`src/rtl/axi_line_fill.sv`:
```
// LLC miss line filler: one 8-beat AXI WRAP read per request, reassembled into a 64-byte line.
// Optional macro LINE_FILL_CWF_EN adds a critical-word early-forward port (cw_valid/cw_data).
module axi_line_fill #(
    parameter int                  ID_WIDTH   = 13,
    parameter int                  ADDR_WIDTH = 64,
    parameter int                  DATA_WIDTH = 64,
    parameter logic [ID_WIDTH-1:0] FILL_ID    = '0
) (
    input  logic                  clk,
    input  logic                  reset,

    input  logic                  req_valid,
    input  logic [ADDR_WIDTH-1:0] req_addr,
    output logic                  req_ready,

    output logic                  m_axi_arvalid,
    input  logic                  m_axi_arready,
    output logic [ADDR_WIDTH-1:0] m_axi_araddr,
    output logic [ID_WIDTH-1:0]   m_axi_arid,
    output logic [7:0]            m_axi_arlen,
    output logic [2:0]            m_axi_arsize,
    output logic [1:0]            m_axi_arburst,

    input  logic                  m_axi_rvalid,
    output logic                  m_axi_rready,
    input  logic [DATA_WIDTH-1:0] m_axi_rdata,
    input  logic [1:0]            m_axi_rresp,
    input  logic                  m_axi_rlast,
    input  logic [ID_WIDTH-1:0]   m_axi_rid,

    output logic                  line_valid,
    input  logic                  line_ready,
    output logic [511:0]          line_data,
    output logic [ADDR_WIDTH-1:0] line_addr,
    output logic                  line_err
`ifdef LINE_FILL_CWF_EN
    ,
    output logic                  cw_valid,
    output logic [DATA_WIDTH-1:0] cw_data
`endif
);

    typedef enum logic [1:0] {IDLE, ADDR, DATA, RESP} state_t;

    state_t                state_q, state_d;
    logic [ADDR_WIDTH-1:0] addr_q, addr_d;
    logic [2:0]            idx_q, idx_d;
    logic [2:0]            cnt_q, cnt_d;
    logic                  err_q, err_d;
    logic [511:0]          line_data_q, line_data_d;
    logic                  arvalid_q, arvalid_d;
    logic                  rready_q, rready_d;
    logic                  line_valid_q, line_valid_d;
    logic                  req_ready_q, req_ready_d;
    logic                  cw_valid_q, cw_valid_d;
    logic [DATA_WIDTH-1:0] cw_data_q, cw_data_d;

    logic beat;
    logic last_beat;
    logic unused_bits;

    // rready is only ever high in DATA, so this also gates beats to that state
    assign beat      = rready_q && m_axi_rvalid;
    assign last_beat = (cnt_q == 3'd7);

    always_comb begin
        state_d      = state_q;
        addr_d       = addr_q;
        idx_d        = idx_q;
        cnt_d        = cnt_q;
        err_d        = err_q;
        line_data_d  = line_data_q;
        arvalid_d    = arvalid_q;
        rready_d     = rready_q;
        line_valid_d = line_valid_q;
        req_ready_d  = req_ready_q;
        cw_valid_d   = 1'b0;
        cw_data_d    = cw_data_q;

        case (state_q)
            IDLE: begin
                if (req_valid && req_ready_q) begin
                    addr_d      = req_addr;
                    idx_d       = req_addr[5:3];
                    cnt_d       = 3'd0;
                    err_d       = 1'b0;
                    arvalid_d   = 1'b1;
                    req_ready_d = 1'b0;
                    state_d     = ADDR;
                end
            end
            ADDR: begin
                if (arvalid_q && m_axi_arready) begin
                    arvalid_d = 1'b0;
                    rready_d  = 1'b1;
                    state_d   = DATA;
                end
            end
            DATA: begin
                if (beat) begin
                    line_data_d[int'(idx_q)*DATA_WIDTH +: DATA_WIDTH] = m_axi_rdata;
                    idx_d = idx_q + 3'd1;
                    cnt_d = cnt_q + 3'd1;
                    // error on slave error or when rlast and the 8th beat disagree
                    if (m_axi_rresp[1] || (m_axi_rlast != last_beat)) begin
                        err_d = 1'b1;
                    end
                    if (cnt_q == 3'd0) begin
                        cw_valid_d = 1'b1;
                        cw_data_d  = m_axi_rdata;
                    end
                    if (m_axi_rlast || last_beat) begin
                        rready_d     = 1'b0;
                        line_valid_d = 1'b1;
                        state_d      = RESP;
                    end
                end
            end
            RESP: begin
                if (line_ready) begin
                    line_valid_d = 1'b0;
                    err_d        = 1'b0;
                    req_ready_d  = 1'b1;
                    state_d      = IDLE;
                end
            end
            default: begin
                state_d = IDLE;
            end
        endcase
    end

    always_ff @(posedge clk) begin
        if (reset) begin
            state_q      <= IDLE;
            addr_q       <= '0;
            idx_q        <= 3'd0;
            cnt_q        <= 3'd0;
            err_q        <= 1'b0;
            line_data_q  <= '0;
            arvalid_q    <= 1'b0;
            rready_q     <= 1'b0;
            line_valid_q <= 1'b0;
            req_ready_q  <= 1'b1;
            cw_valid_q   <= 1'b0;
        end else begin
            state_q      <= state_d;
            addr_q       <= addr_d;
            idx_q        <= idx_d;
            cnt_q        <= cnt_d;
            err_q        <= err_d;
            line_data_q  <= line_data_d;
            arvalid_q    <= arvalid_d;
            rready_q     <= rready_d;
            line_valid_q <= line_valid_d;
            req_ready_q  <= req_ready_d;
            cw_valid_q   <= cw_valid_d;
        end
    end

    // critical word only qualifies alongside cw_valid, so it needs no reset
    always_ff @(posedge clk) begin
        cw_data_q <= cw_data_d;
    end

    assign req_ready     = req_ready_q;
    assign m_axi_arvalid = arvalid_q;
    assign m_axi_araddr  = {addr_q[ADDR_WIDTH-1:3], 3'b000};
    assign m_axi_arid    = FILL_ID;
    assign m_axi_arlen   = 8'd7;
    assign m_axi_arsize  = 3'b011;
    assign m_axi_arburst = 2'b10;
    assign m_axi_rready  = rready_q;
    assign line_valid    = line_valid_q;
    assign line_data     = line_data_q;
    assign line_addr     = {addr_q[ADDR_WIDTH-1:6], 6'b000000};
    assign line_err      = err_q;

`ifdef LINE_FILL_CWF_EN
    assign cw_valid    = cw_valid_q;
    assign cw_data     = cw_data_q;
    assign unused_bits = ^{m_axi_rid, m_axi_rresp[0], addr_q[2:0]};
`else
    assign unused_bits = ^{m_axi_rid, m_axi_rresp[0], addr_q[2:0], cw_valid_q, cw_data_q};
`endif

endmodule

```
`config.mk`:
```
export PLATFORM = sky130hd
export DESIGN_NAME = axi_line_fill
export DESIGN_NICKNAME = d
export VERILOG_FILES = /design/src/rtl/axi_line_fill.sv
export SDC_FILE = /design/constraint.sdc
export NUM_CORES = 1
export LEC_CHECK = 0
export BUFFER_PORTS_ARGS = -buffer_cell sky130_fd_sc_hd__buf_2
export CAP_MARGIN = 5
export CORE_AREA = 2 2 322 324
export DETAILED_ROUTE_END_ITERATION = 8
export DIE_AREA = 0 0 324 326
export RECOVER_POWER = 100
export SLEW_MARGIN = 20
export SYNTH_ARGS = -nofsm -noshare
export SYNTH_HDL_FRONTEND = slang
export SYNTH_SLANG_ARGS = --single-unit
export TNS_END_PERCENT = 20
```
`constraint.sdc`:
```
create_clock -name clk -period 2.55 [get_ports clk]
set_clock_uncertainty 0.15 [all_clocks]
set_input_delay 0.1275 -clock clk [delete_from_list [all_inputs] [get_ports clk]]
set_output_delay 0.1275 -clock clk [all_outputs]
set_load 0.02 [all_outputs]
```
Word level (Yosys, flattened, before mapping)
Index checks and enable logic that the tools add are counted.
{"block": "op_classes", "n_addsub": 3, "n_eq_ne": 11, "n_shift": 2, "mux": 30, "reduce_logical": 21}
{"op": "$bwmux 512", "count": 1}
{"op": "$shift 64x33->512 const A", "count": 1}
{"op": "$shiftx 64x33->512", "count": 1}
{"op": "$neg 9->33", "count": 1}
{"op": "$mux 1", "count": 12}
{"op": "$mux 3", "count": 4}
{"op": "$ne 2x2->1 const B", "count": 6}
{"op": "$pmux 3 s2", "count": 2}
{"op": "$mux 2", "count": 5}
{"op": "$reduce_and 5->1", "count": 2}
{"op": "$reduce_bool 2->1", "count": 5}
{"op": "$reduce_and 3->1", "count": 3}
{"op": "$pmux 1 s2", "count": 4}
{"op": "$pmux 2 s4", "count": 1}
{"op": "$reduce_and 4->1", "count": 2}
{"op": "$add 3x1->3 const B", "count": 2}
{"op": "$eq 2x2->1 const B", "count": 2}
{"op": "$reduce_and 2->1", "count": 2}
{"op": "$eq 3x3->1 const B", "count": 1}
{"op": "$logic_and 1x1->1", "count": 3}
{"op": "$pmux 1 s3", "count": 1}
{"op": "$reduce_bool 3->1", "count": 1}
{"op": "$eq 2x1->1 const B", "count": 1}
{"op": "$logic_not 2->1", "count": 1}
{"op": "other kinds (2)", "count": 3}
{"block": "totals", "reg_bits": 589, "inputBits": 150, "output_inout_bits": 671, "elab_cells": 77}

Logic depth before layout (Yosys ltp)
{"block": "depth", "ltp_word": 6, "mapped_depth": 11, "depth_no_buf": 7}

Least setup slack after synthesis
No wires, ideal clock.
{"block": "synth_path", "path_kind": "register -> register", "startpoint": "register idx_q[1]", "endpoint": "register line_data_q[261], in the netlist line_data[261]", "setup_ns": 0.070, "t_arrival_ns": 2.205, "required_time_ns": 2.330, "slack_ns": 0.124, "stages_incl_launch_ff": 11, "path_buffers": 3, "period_less_slack_ns": 2.426, "cell_sequence": "dfxtp_1 inv_1 ha_1 ha_1 buf_2 o31a_1 and3_1 buf_4 buf_6 nand3_1 a21oi_1"}
{"block": "synth_between", "elab_chain_len": 3, "elab_cells_between_ends": 4, "cone_classes": "1 x add/sub; 2 x shift; 1 x mux"}
{"item": "start, declared", "line_no": "47", "rtl": "logic [2:0] idx_q, idx_d;"}
{"item": "start signal, assigned", "line_no": "149", "rtl": "idx_q <= idx_d;"}
{"item": "$neg 9->33 (*)", "line_no": "101", "rtl": "line_data_d[int'(idx_q)*DATA_WIDTH +: DATA_WIDTH] = m_axi_rdata;"}
{"item": "$shiftx 64x33->512 or $shift 64x33->512 (tied branches)", "line_no": "101"}
{"item": "$bwmux 512 (*)", "line_no": "101"}
{"item": "end signal, assigned", "line_no": "152", "rtl": "line_data_q <= line_data_d;"}
{"item": "end, declared", "line_no": "50", "rtl": "logic [511:0] line_data_q, line_data_d;"}
Every way passes the cells marked *; elsewhere a longest branch is shown, timed or not.
A chain may end at the register's enable or synchronous reset.

Worst setup path after layout
{"block": "layout_path", "startpoint": "register idx_q[0]", "endpoint": "register line_data_q[73], in the netlist line_data[73]"}
Same word-level chain as after synthesis.

==> results.toml <==
[power]
vdd_drop_max_mv = 0.422
powerDensity_nw_per_um2 = 794
total_power_mw = 23.7
p_leak_nw = 9.85

[timing]
grt_setup_unrepaired = "no"
finalHoldViolCount = 0
slew_violations = 0
tightestPinTransition_ps = 955
period_share_pct = 94.7
clock.fmax_mhz = 414
setup_viol = 0
max_slew_margin_pct = 36.3
fin_tns_setup_ps = 0
layout_min_cycle_time_ps = 2420

[setup_path]
crit_arrival_ps = 2750
endpoint_kind = "flip-flop"
cp-start-kind = "flip-flop"
critPathKind = "flip-flop to flip-flop"
worstRegToRegCells = 9
r2r-start = "idx_q[0]"
required_ps = 2880
crit_fanout = 34
worstSetupStartpoint = "idx_q[0]"
r2r_slack_ps = 130
cp-endpoint = "line_data[73]"
r2r_end = "line_data[73]"

[floorplanning]
coreArea_um2 = 103000
row_count = 118
initial_utilization_pct = 21.4
die_w_um = 324
die_height_um = 326
dieArea_um2 = 106000
io_pins = 821

[outcome]
outcome = "finished clean"

[synth]
ys_async_sr_fraction_pct = 0
synth_edf_count = 0
synth_top_cell_area_share_pct = 53.4
netlist_instances = 2719
syn_area_per_cell_um2 = 8.08
ys.flop_type = "dfxtp_1"
netlist_area_um2 = 22000
yosysTopAreaCell = "dfxtp_1"
synth_area_leaders = "dfxtp_1, nand2_1, nand3_1, a21oi_1, o21ai_0"
synthDistinctLibCells = 41
synth.ff_latch_count = 586
synth_commonest_cells = "nand2_1, dfxtp_1, nand3_1"
yosys_warnings = 0
yosysSeqAreaShare_pct = 53.4
yosysMostFrequentCell = "nand2_1"

[detailed_routing]
ant_nets = 0
finalWirelength_mm = 98.6
vias_per_cell = 4.48
vias = 22000
drtPass1Iterations = 5
drc = 0
wl_per_cell_um = 20.1
drtIter0Drc = 1753

[global_route]
gr-total-overflow = 0
grt_pass1_vias = 20300
grt_pass1_wl_mm = 137
grt.total_usage_pct = 17.4
antenna_found_initial = 4
grt_max_degree = 143

[layout]
stdcell_count = 4900
fillers = 11300
area_growth_pct = 35.6
final_util_pct = 29.0
nets = 3637
drive_above_1_share_pct = 9.55
final-seq-area_um2 = 11700
multi_input_area_um2 = 8630

[placement]
dp.final_hpwl_mm = 67.1
port_buffers = 768
dp.cells = 4631
gp_congestion = 0.835

[clocking]
cts_root_buf = "clkbuf_16"
h-tree-depth = 3
cts_made_buffers = 69
cts_tree = "yes"
worstSkewPairLatency_ps = 600
cts_buffer_depth = 3
clk_pin_slew_worst_paths_ps = 60
cts.sinks = 586

[min_path]
hold_path.class = "input port to flip-flop"

[flow_run]
max_cap_viol_count = 0
logic make-up (layout without fill, tap and decap cells):
family                     count (synthesis)  after routing  share of synthesized area (%)
and+or+nand+nor                         1158           1158                           23.1
AOI/OAI and AO/OA                        600            600                           13.9
DFF                                      586            586                           53.4
buffers and inverters                    353           1119                           8.43
adders and majority gates                 15             15                          0.855
muxes                                      5              5                          0.228
other                                      2             37                         0.0342
through the flow:
stage	worst slack (ps)	hold slack (ps)	cell area, µm²
after floorplan	124	93.6	22100
after global placement	8.26	221	27000
after detailed placement	14.5	223	27000
after CTS	14.9	80.2	30600
after global routing	0.959	126	29800
final	135	141	29800
per-layer routing:
layer | share of wire, % | vias to the layer above | GRT usage [%]
met5 | 0.027 | - | 0
met4 | 3.5 | 4 | 7.36
met3 | 7.6 | 181 | 3.90
met2 | 47 | 851 | 28.8
met1 | 42 | 10400 | 21.6
li1 | - | 10500 | -
cells in the final DEF, fill, tap and decap left out, types with 4 or more instances in the layout:
cell,count
dlygate4sd3_1,144
buf_2,131
nand3_1,449
nor2_1,9
clkbuf_2,4
buf_6,4
buf_4,37
clkinv_2,6
ha_1,13
conb_1,35
clkinvlp_4,4
nor3_1,5
clkbuf_1,658
mux2i_1,5
nand2_1,660
clkbuf_16,72
clkbuf_8,6
buf_12,29
inv_1,9
a21oi_1,360
dfxtp_1,586
nand3_4,5
o21ai_0,225
layout make-up:
class / instances / area share, %
flip-flops and latches: 586 / 39.4
multi-input cells: 1813 / 29.0
repair buffers: 992 / 18.4
clock buffers: 98 / 6.51
well taps: 1380 / 5.80
clock inverters: 19 / 0.731
inverters: 10 / 0.151
diodes: 2 / 0.0168
worst max-delay path, cell delays in order (launching register included):
cell	delay [ps]
dfxtp_1	330
inv_1	60
ha_1	220
ha_2	400
o31a_1	280
buf_4	210
nand3_4	100
buf_4	270
nand3_1	140
o21ai_0	110
power breakdown:
part	internal [mW]	switching (mW)	total, mW
clock network	5.61	4.00	9.60
registers	9.36	0.175	9.53
logic	1.33	3.18	4.52
worst min path at each step:
stage | start | endpoint | slack [ps] | cells after the start
after global routing | req_addr[51] | addr_q[51] | 130 | 4
after floorplan | line_ready | line_valid | 90 | 1
after global placement | req_addr[10] | addr_q[10] | 220 | 3
after detailed placement | req_addr[23] | addr_q[23] | 220 | 3
after CTS | req_addr[51] | addr_q[51] | 80 | 4
final | req_addr[51] | addr_q[51] | 140 | 4
sequential cells by signal, indices dropped and copies added (netlist names):
signal         count
line_data        512
addr_q            61
cnt_q              3
idx_q              3
state_q            2
line_err           1
line_valid         1
m_axi_arvalid      1
m_axi_rready       1
req_ready          1
repair_timing:
action                                 4_1_cts  5_1_grt
resized for setup                            0        5
setup buffers                                0        5
hold buffers                               144        0
cloned                                       0        1
setup endpoints to repair                    1      193
pin swaps                                    1        1
endpoints found under the hold margin      586        0
Note: power is estimated with default switching activity, not from simulation.
